## src/rtl/pdp8_uart_pkg.sv

```systemverilog
// Shared definitions for the pdp8_uart serial line interface:
// frame geometry and the TX/RX state encodings.
package pdp8_uart_pkg;

    // 1 start + 8 data + 1 stop
    localparam int unsigned FRAME_BITS = 10;
    localparam int unsigned DATA_BITS  = 8;

    typedef enum logic [1:0] {
        TX_IDLE  = 2'd0,
        TX_START = 2'd1,
        TX_DATA  = 2'd2,
        TX_STOP  = 2'd3
    } tx_state_e;

    typedef enum logic [1:0] {
        RX_IDLE  = 2'd0,
        RX_START = 2'd1,
        RX_DATA  = 2'd2,
        RX_STOP  = 2'd3
    } rx_state_e;

endpackage

```

## src/rtl/pdp8_uart_rx.sv

```systemverilog
// Receive half of pdp8_uart: 2-flop synchroniser on rxd, 8N1 framing FSM
// sampling mid-bit, and the single-byte holding register with its flags.
// Ports:
//   clk, reset     clock, synchronous active-low reset
//   rxd_i          asynchronous serial input
//   rx_ack_i       consumer has taken the byte; clears valid and flags
//   rx_data_o      last good character
//   rx_valid_o     unacknowledged character present
//   rx_ferr_o      sticky framing error
//   rx_overrun_o   sticky overrun
module pdp8_uart_rx
    import pdp8_uart_pkg::*;
#(
    parameter int unsigned BIT_CLKS = 16
) (
    input  logic       clk,
    input  logic       reset,
    input  logic       rxd_i,
    input  logic       rx_ack_i,
    output logic [7:0] rx_data_o,
    output logic       rx_valid_o,
    output logic       rx_ferr_o,
    output logic       rx_overrun_o
);

    localparam int unsigned CNT_W = $clog2(BIT_CLKS);
    localparam int unsigned HALF  = BIT_CLKS / 2;

    logic [1:0]       sync_q;
    logic             rxs_prev_q;
    logic             rxs;
    rx_state_e        state_q, state_d;
    logic [CNT_W-1:0] cnt_q, cnt_d;
    logic [3:0]       bit_q, bit_d;
    logic [7:0]       shift_q, shift_d;
    logic             good_q, good_d;
    logic             bad_q, bad_d;
    logic             half_hit, full_hit;

    logic [7:0]       data_q;
    logic             valid_q, ferr_q, overrun_q;

    assign rxs      = sync_q[1];
    assign half_hit = (cnt_q == CNT_W'(HALF - 1));
    assign full_hit = (cnt_q == CNT_W'(BIT_CLKS - 1));

    // Synchroniser plus one-cycle history for start-edge detection
    always_ff @(posedge clk) begin
        if (!reset) begin
            sync_q     <= 2'b11;
            rxs_prev_q <= 1'b1;
        end else begin
            sync_q     <= {sync_q[0], rxd_i};
            rxs_prev_q <= rxs;
        end
    end

    // State and datapath registers
    always_ff @(posedge clk) begin
        if (!reset) begin
            state_q <= RX_IDLE;
            cnt_q   <= '0;
            bit_q   <= '0;
            shift_q <= '0;
            good_q  <= 1'b0;
            bad_q   <= 1'b0;
        end else begin
            state_q <= state_d;
            cnt_q   <= cnt_d;
            bit_q   <= bit_d;
            shift_q <= shift_d;
            good_q  <= good_d;
            bad_q   <= bad_d;
        end
    end

    // Next state
    always_comb begin
        state_d = state_q;
        case (state_q)
            RX_IDLE:  if (!rxs && rxs_prev_q) state_d = RX_START;
            RX_START: if (half_hit) state_d = rxs ? RX_IDLE : RX_DATA;
            RX_DATA:  if (full_hit && (bit_q == 4'(DATA_BITS - 1))) state_d = RX_STOP;
            RX_STOP:  if (full_hit) state_d = RX_IDLE;
            default:  state_d = RX_IDLE;
        endcase
    end

    // Counters, shifter and completion pulses
    always_comb begin
        cnt_d   = cnt_q + CNT_W'(1);
        bit_d   = bit_q;
        shift_d = shift_q;
        good_d  = 1'b0;
        bad_d   = 1'b0;
        case (state_q)
            // Edge is detected one cycle after the synchroniser shows 0,
            // so the half-bit count starts at 1.
            RX_IDLE: begin
                cnt_d = CNT_W'(1);
                bit_d = '0;
            end
            RX_START: if (half_hit) cnt_d = '0;
            RX_DATA: if (full_hit) begin
                cnt_d   = '0;
                bit_d   = bit_q + 4'd1;
                shift_d = {rxs, shift_q[7:1]};
            end
            RX_STOP: if (full_hit) begin
                good_d = rxs;
                bad_d  = ~rxs;
            end
            default: cnt_d = '0;
        endcase
    end

    // Holding register and sticky flags, updated the edge after the stop sample
    always_ff @(posedge clk) begin
        if (!reset) begin
            data_q    <= '0;
            valid_q   <= 1'b0;
            ferr_q    <= 1'b0;
            overrun_q <= 1'b0;
        end else if (good_q) begin
            data_q    <= shift_q;
            valid_q   <= 1'b1;
            ferr_q    <= ferr_q & ~rx_ack_i;
            overrun_q <= rx_ack_i ? 1'b0 : (overrun_q | valid_q);
        end else begin
            if (rx_ack_i) begin
                valid_q   <= 1'b0;
                ferr_q    <= 1'b0;
                overrun_q <= 1'b0;
            end
            if (bad_q) ferr_q <= 1'b1;
        end
    end

    assign rx_data_o    = data_q;
    assign rx_valid_o   = valid_q;
    assign rx_ferr_o    = ferr_q;
    assign rx_overrun_o = overrun_q;

endmodule

```

## src/rtl/pdp8_uart.sv

```systemverilog
// Serial line interface below the pdp8_tt teletype controller. Transmits
// one character at a time as 8N1 on txd and hands received characters to
// the keyboard side through pdp8_uart_rx.
// Ports:
//   clk, reset      clock, synchronous active-low reset
//   tx_data/tx_req  character and request, accepted while tx_busy==0
//   tx_busy         transmitter shifting a character
//   tx_done         one-cycle pulse after the stop bit
//   txd             serial output, idle high
//   rxd             serial input
//   rx_data/rx_valid/rx_ack/rx_ferr/rx_overrun  receive holding register
module pdp8_uart
    import pdp8_uart_pkg::*;
#(
    parameter int unsigned BIT_CLKS = 16
) (
    input  logic       clk,
    input  logic       reset,
    input  logic [7:0] tx_data,
    input  logic       tx_req,
    output logic       tx_busy,
    output logic       tx_done,
    output logic       txd,
    input  logic       rxd,
    output logic [7:0] rx_data,
    output logic       rx_valid,
    input  logic       rx_ack,
    output logic       rx_ferr,
    output logic       rx_overrun
);

    localparam int unsigned CNT_W = $clog2(BIT_CLKS);

    tx_state_e        tx_state_q, tx_state_d;
    logic [CNT_W-1:0] tx_cnt_q, tx_cnt_d;
    logic [3:0]       tx_bit_q, tx_bit_d;
    logic [7:0]       tx_shift_q, tx_shift_d;
    logic             txd_q, txd_d;
    logic             tx_busy_q, tx_busy_d;
    logic             tx_done_q, tx_done_d;
    logic             tx_last;
    logic             tx_accept;

    assign tx_last   = (tx_cnt_q == CNT_W'(BIT_CLKS - 1));
    assign tx_accept = (tx_state_q == TX_IDLE) && tx_req && !tx_busy_q;

    // TX state and registered outputs
    always_ff @(posedge clk) begin
        if (!reset) begin
            tx_state_q <= TX_IDLE;
            tx_cnt_q   <= '0;
            tx_bit_q   <= '0;
            tx_shift_q <= '0;
            txd_q      <= 1'b1;
            tx_busy_q  <= 1'b0;
            tx_done_q  <= 1'b0;
        end else begin
            tx_state_q <= tx_state_d;
            tx_cnt_q   <= tx_cnt_d;
            tx_bit_q   <= tx_bit_d;
            tx_shift_q <= tx_shift_d;
            txd_q      <= txd_d;
            tx_busy_q  <= tx_busy_d;
            tx_done_q  <= tx_done_d;
        end
    end

    // TX next state; tx_bit_q holds the frame bit index (start = 0)
    always_comb begin
        tx_state_d = tx_state_q;
        case (tx_state_q)
            TX_IDLE:  if (tx_accept) tx_state_d = TX_START;
            TX_START: if (tx_last) tx_state_d = TX_DATA;
            TX_DATA:  if (tx_last && (tx_bit_q == 4'(FRAME_BITS - 2))) tx_state_d = TX_STOP;
            TX_STOP:  if (tx_last) tx_state_d = TX_IDLE;
            default:  tx_state_d = TX_IDLE;
        endcase
    end

    // TX outputs follow the state one cycle later, so txd/tx_busy change
    // the edge after the request is accepted.
    always_comb begin
        tx_cnt_d   = tx_cnt_q + CNT_W'(1);
        tx_bit_d   = tx_bit_q;
        tx_shift_d = tx_shift_q;
        txd_d      = 1'b1;
        tx_busy_d  = (tx_state_q != TX_IDLE);
        // busy still high while already idle marks the cycle after the stop bit
        tx_done_d  = tx_busy_q && (tx_state_q == TX_IDLE);
        case (tx_state_q)
            TX_IDLE: begin
                tx_cnt_d = '0;
                tx_bit_d = '0;
                if (tx_accept) tx_shift_d = tx_data;
            end
            TX_START: begin
                txd_d = 1'b0;
                if (tx_last) begin
                    tx_cnt_d = '0;
                    tx_bit_d = 4'd1;
                end
            end
            TX_DATA: begin
                txd_d = tx_shift_q[0];
                if (tx_last) begin
                    tx_cnt_d   = '0;
                    tx_bit_d   = tx_bit_q + 4'd1;
                    tx_shift_d = {1'b1, tx_shift_q[7:1]};
                end
            end
            TX_STOP: txd_d = 1'b1;
            default: tx_cnt_d = '0;
        endcase
    end

    assign txd     = txd_q;
    assign tx_busy = tx_busy_q;
    assign tx_done = tx_done_q;

    pdp8_uart_rx #(
        .BIT_CLKS(BIT_CLKS)
    ) u_rx (
        .clk         (clk),
        .reset       (reset),
        .rxd_i       (rxd),
        .rx_ack_i    (rx_ack),
        .rx_data_o   (rx_data),
        .rx_valid_o  (rx_valid),
        .rx_ferr_o   (rx_ferr),
        .rx_overrun_o(rx_overrun)
    );

endmodule

```

## config.mk

```make
export PLATFORM = sky130hd
export DESIGN_NAME = pdp8_uart
export DESIGN_NICKNAME = d
export VERILOG_FILES = /design/src/rtl/pdp8_uart_pkg.sv /design/src/rtl/pdp8_uart_rx.sv /design/src/rtl/pdp8_uart.sv
export SDC_FILE = /design/constraint.sdc
export NUM_CORES = 1
export LEC_CHECK = 0
export ABC_AREA = 1
export CORE_MARGIN = 4
export CORE_UTILIZATION = 35
export CTS_CLUSTER_SIZE = 20
export DETAILED_ROUTE_END_ITERATION = 7
export DONT_BUFFER_PORTS = 1
export SYNTH_ARGS = -nofsm -noshare
export SYNTH_HDL_FRONTEND = slang
export SYNTH_SLANG_ARGS = --single-unit
export TNS_END_PERCENT = 10
```

## constraint.sdc

```tcl
create_clock -name clk -period 2.6 [get_ports clk]
set_input_delay 0.52 -clock clk [delete_from_list [all_inputs] [get_ports clk]]
set_output_delay 0.52 -clock clk [all_outputs]
set_load 0.02 [all_outputs]
```

======== After elaboration in Yosys (flattened, before gate mapping) ========
Index checks and enable logic that the tools add are counted.
word-level totals
  bits in registers ....................... 55
  logic and storage cells ................. 103
  bits of input ports ..................... 13
operators by class
  eq/ne operators ......................... 21
  $add $sub $neg .......................... 4
  bitwise gates (word level) .............. 4
  muxes and demuxes ....................... 31
  reductions and logical operators ........ 24
operators by type and width
  cell                 count
  $mux 4               6
  $pmux 4 s3           2
  $mux 2               9
  $add 4x1->4 const B  4
  $mux 8               2
  $pmux 2 s4           2
  $pmux 4 s2           2
  $pmux 8 s2           1
  $eq 4x4->1 const B   3
  $ne 2x1->1 const B   5
  $ne 2x2->1 const B   5
  $reduce_and 3->1     3
  $eq 2x2->1 const B   4
  $eq 4x3->1 const B   2
  $reduce_and 4->1     2
  $reduce_bool 2->1    4
  $logic_and 1x1->1    6
  $mux 1               6
  $reduce_bool 3->1    2
  $eq 2x1->1 const B   2
  $logic_not 2->1      2
  $reduce_and 2->1     2
  $logic_not 1->1      2
  $not 1->1            2
  other kinds (4)      4

======== Longest topological paths before layout ========
  depth after elaboration ................. 5
  gate-level depth with buffers ........... 10

======== Hierarchy ========
From an unflattened synthesis, not the netlist that was laid out.
second synthesis, totals
  cells, all modules ...................... 319
  area total of the unflattened synthesis .. 2,413.6 sq um
modules (own cells, without submodules)
  module        cells each  times used  area each (sq um)
  pdp8_uart_rx  168         1           1,310.0
  pdp8_uart     151         1           1,103.6

======== Least setup slack after synthesis ========
No wires, ideal clock.
  kind .................................... flip-flop to flip-flop
  start ................................... register tx_state_q[0]
  end ..................................... register tx_bit_q[2]
  path slack .............................. 1,224 ps
  setup time .............................. 114 ps
  clock period less this slack ............ 1,376 ps
  stages on the path, launching flop included .. 9
  required time ........................... 2,486 ps
  path buffers ............................ 0
  arrival ................................. 1,263 ps
  cells stage by stage .................... dfxtp_1 > inv_1 > ha_1 > inv_1 > nand2_1 > a21oi_1 > o21ai_0 > nand2_1 > nor2_1
between the ends
  longest elaborated chain between the ends .. 3
RTL lines
  element                                                    line             text
  start, declared                                            pdp8_uart.sv:34  tx_state_e tx_state_q, tx_state_d;
  start signal, assigned                                     pdp8_uart.sv:58  tx_state_q <= tx_state_d;
  $eq 2x2->1, or another cell as far along                   pdp8_uart.sv:90  case (tx_state_q)
  $ne 2x2->1 (no line) or $reduce_bool 3->1 (tied branches)  --
  $reduce_and 3->1 (no line)                                 --
  end signal, assigned                                       pdp8_uart.sv:60  tx_bit_q <= tx_bit_d;
  end, declared                                              pdp8_uart.sv:36  logic [3:0] tx_bit_q, tx_bit_d;
Several ways; a longest one is shown, not always the timed one.
A chain may end at the register's enable or synchronous reset.

======== Final worst setup path ========
  start ................................... register tx_state_q[0]
  end ..................................... register tx_shift_q[4]
between the ends
  longest elaborated chain between the ends .. 5
RTL lines
  element                         line                              text
  $logic_not 2->1                 pdp8_uart.sv:45, pdp8_uart.sv:90
  $logic_and 1x1->1 (2 in a row)  pdp8_uart.sv:45                   assign tx_accept = (tx_state_q == TX_IDLE) && tx_req && !tx_busy_q;
  $ne 2x2->1 (no line)            --
  $reduce_and 3->1 (no line)      --
  end signal, assigned            pdp8_uart.sv:61                   tx_shift_q <= tx_shift_d;
  end, declared                   pdp8_uart.sv:37                   logic [7:0] tx_shift_q, tx_shift_d;
Several ways; a longest one is shown, not always the timed one.

==> metrics.md <==
| Metric | Value |
|---|---|
| Hold_buf cts | `0` |
| Async SR Flop Fraction | `0%` |
| Crit path max fanout | `16` |
| Mapped Nets | `334` |
| Cts bufs inserted | `5` |
| Post-Synth Simple-Gate Area | `~28%` |
| Layout cells sized above 1 | `6.77%` |
| WL/cell | `10.8 µm` |
| Worst Tran Pin Value | `676 ps` |
| Worst hold-check path type | `input port to register` |
| Synth top area share | `between 40% and 50%` |
| Time the worst path needs with I/O delays and setup | `1840 ps` |
| CTS tree | `built` |
| Layout Utilization | `between 30% and 40%` |
| Remaining DRCs | `0` |
| Final Setup Violations | `0` |
| DRT iter0 DRCs | `57` |
| Port Buffer Count | `0` |
| Clock transition at path regs | `approximately 90 ps` |
| Slowest stage delay, CP | `610 ps` |
| Synth warn | `0` |
| Clock Latency Late Sink | `300 ps` |
| Crit path buffers/inverters | `1` |
| Cells after Synth | `a little over 300` |
| Most frequent cells in the layout | `nor2_1 (78), nand2_1 (55), dfxtp_1 (55)` |
| VDD IR-drop max | `roughly 0.00028 V` |
| Slew Limit Fails | `0` |
| Multiplexer share of the synthesized area | `under 10%` |
| Netlist cell types | `29` |
| First-pass GRT wire length | `around 7.6 mm` |
| Final hold violation count | `0` |
| Unrepaired setup endpoints after global routing | `false` |
| Die area | `0.00813 mm²` |
| Max_slew headroom | `roughly 55%` |
| CTS sink count | `55` |
| Xor/xnor cell area share of the yosys netlist | `1.11%` |
| Largest area contributor in the netlist | `dfxtp_1` |
| Pwr/cell area | `831 mW/mm²` |
| Die X | `approximately 90 µm` |
| Largest net degree at the start of global routing | `37` |
| Vias per cell | `4.68` |
| Largest family of logic cells by synthesized area | `simple AND/OR/NAND/NOR gates` |
| Final ANT Viol Nets | `0` |
| WS Path Type | `register to register` |
| Largest cells by area after synthesis | `dfxtp_1 (47%), nor2_1 (12%), nand2_1 (8.7%)` |
| Delay-heaviest family, CP | `simple AND/OR/NAND/NOR gates` |
| Avg Synthesized Cell Area | `7.60 µm²` |
| Fmax | `0.543 GHz` |
| Buffer count from post-CTS setup fixing | `0` |
| Outcome | `finished clean` |
| # nets final | `around 330` |
| Synth Area in Adders | `5.29%` |
| Vias in the first global route | `1768` |
| Placer Congestion | `0.791` |
| Post-synth EDFFs | `0` |
| Synthesis-stage register bit count | `55` |
| Row count | `29` |
| Setup TNS | `0 ps` |
| Synth Flop Type | `dfxtp_1` |
| Vias | `about 1800` |
| Inserted Diodes | `0` |
| WP data required | `~2800 ps` |
| Drt first pass iters | `4` |
| Compound-Gate Fraction of Synth Area | `9.63%` |
| Post-CTS sizing | `0` |
| Worst Skew | `7.55 ps` |
| Commonest non-fill, non-tap cell in the layout | `nor2_1` |
| Area growth from synthesis to layout | `6.72%` |
| Fin crit share | `70.8%` |
| Register area share after synthesis | `46.6%` |
| Critical-path top delay cell | `ha_1` |
| Initial Util | `between 30% and 40%` |
| Max-cap violations | `0` |
| Maximum buffer depth of the clock tree | `2` |
| Die H | `about 90 µm` |
| Hpwl dp | `between 2 and 3 mm` |
| H-tree levels | `2` |
| Routed WL | `~4.2 mm` |
| Antenna violations before repair | `0` |
| P_leak | `~1.1 nW` |
| Worst Setup End Kind | `register` |
| Cell area after synthesis | `0.00236 mm²` |
| CP startpoint kind | `register` |
| Total grt overflow | `0` |
| I/O Pins | `27` |
| Total track usage | `between 10% and 20%` |
| Root Buffer | `clkbuf_8` |
| Cell Chain, Critical Path | `inv_1 > ha_1 > nor2_1 > nor2_4 > nand2_1 > nand2_1 > nor2_1` |
| Worst Path Arrival | `around 2100 ps` |
| Core area | `0.00646 mm²` |
==> cell families (layout without fill, tap and decap cells) <==
kind of cell,count (synthesis),count (layout)
fa+ha+maj,10,10
simple gates,156,156
compound gates,43,43
flops,55,55
buf+inv,37,36
xor+xnor,3,3
mux,7,7
==> synth_stat cells (2+ instances only) <==
master and n:
ha_1 10, nor2_1 78, mux2i_1 7, or2_2 2, buf_2 2, nand3_1 9, a21oi_1 13, nor3_1 2
inv_2 2, nand4_1 2, clkbuf_1 4, buf_6 2, o21ai_0 26, dfxtp_1 55, inv_1 25, nand2_2 2
nor2_4 3, nand2_1 55, xor2_1 2
==> state kept, by name, indices dropped and copies added (netlist names), named ones only <==
signal,cells
txd,1
tx_bit_q,4
u_rx.rx_valid_o,1
u_rx.sync_q,2
tx_cnt_q,4
tx_done,1
u_rx.bad_q,1
tx_state_q,2
u_rx.rxs_prev_q,1
u_rx.state_q,1
u_rx.rx_data_o,8
u_rx.bit_q,4
u_rx.cnt_q,4
u_rx.rx_overrun_o,1
tx_busy,1
u_rx.rx_ferr_o,1
u_rx.shift_q,8
u_rx.good_q,1
tx_shift_q,8
==> worst paths after layout <==
| check | startpoint | slack, ps | depth (start not counted) | to |
|---|---|---|---|---|
| setup reg to reg | tx_state_q[0]$_SDFFE_PN0P_ | 760 | 7 | tx_shift_q[4]$_SDFFE_PN0P_ |
| hold reg to reg | u_rx.sync_q[0]$_SDFF_PN1_ | 420 | 1 | u_rx.sync_q[1]$_SDFF_PN1_ |
| hold / removal | rx_ack | 280 | 1 | u_rx.rx_overrun_o$_SDFFE_PN0P_ |
| setup / recovery | tx_state_q[0]$_SDFFE_PN0P_ | 760 | 7 | tx_shift_q[4]$_SDFFE_PN0P_ |
==> per-layer routing <==
layer	global-route usage (%)	share of wire [%]
met4	3.44	1.5
met5	0	0
met3	3.67	4.1
met1	13.0	48
met2	18.8	46
==> worst reg2reg max path, stage by stage (launching register included) <==
cell	delay, ps
dfxtp_1	340
inv_1	110
ha_1	610
nor2_1	160
nor2_4	330
nand2_1	100
nand2_1	70
nor2_1	30
==> power breakdown <==
| part | internal (mW) | leakage [nW] | switching [mW] | total (mW) |
|---|---|---|---|---|
| clock network | 0.312 | 0.0612 | 0.268 | 0.580 |
| logic | 0.183 | 0.600 | 0.320 | 0.503 |
| registers | 0.937 | 0.447 | 0.0761 | 1.01 |
==> per-stage QoR <==
step	power (mW)	cells	setup WS, ps	cell area, µm²	hold WS (ps)
after detailed placement	1.54	379	739	2400	411
after global routing	2.25	387	503	2520	266
after floorplan	1.49	311	1220	2360	393
final	2.10	387	759	2520	281
after global placement	1.53	379	806	2400	402
after CTS	2.13	387	717	2520	270
==> area by class of cell <==
class | instances | area, µm²
fill | 686 | 3940
tap | 77 | 96.3
clock buffer | 6 | 82.6
clock inverter | 2 | 35.0
multi-input combinational | 219 | 1100
sequential | 55 | 1100
inverter | 28 | 105
No activity file was read; power rests on OpenSTA's default activity.
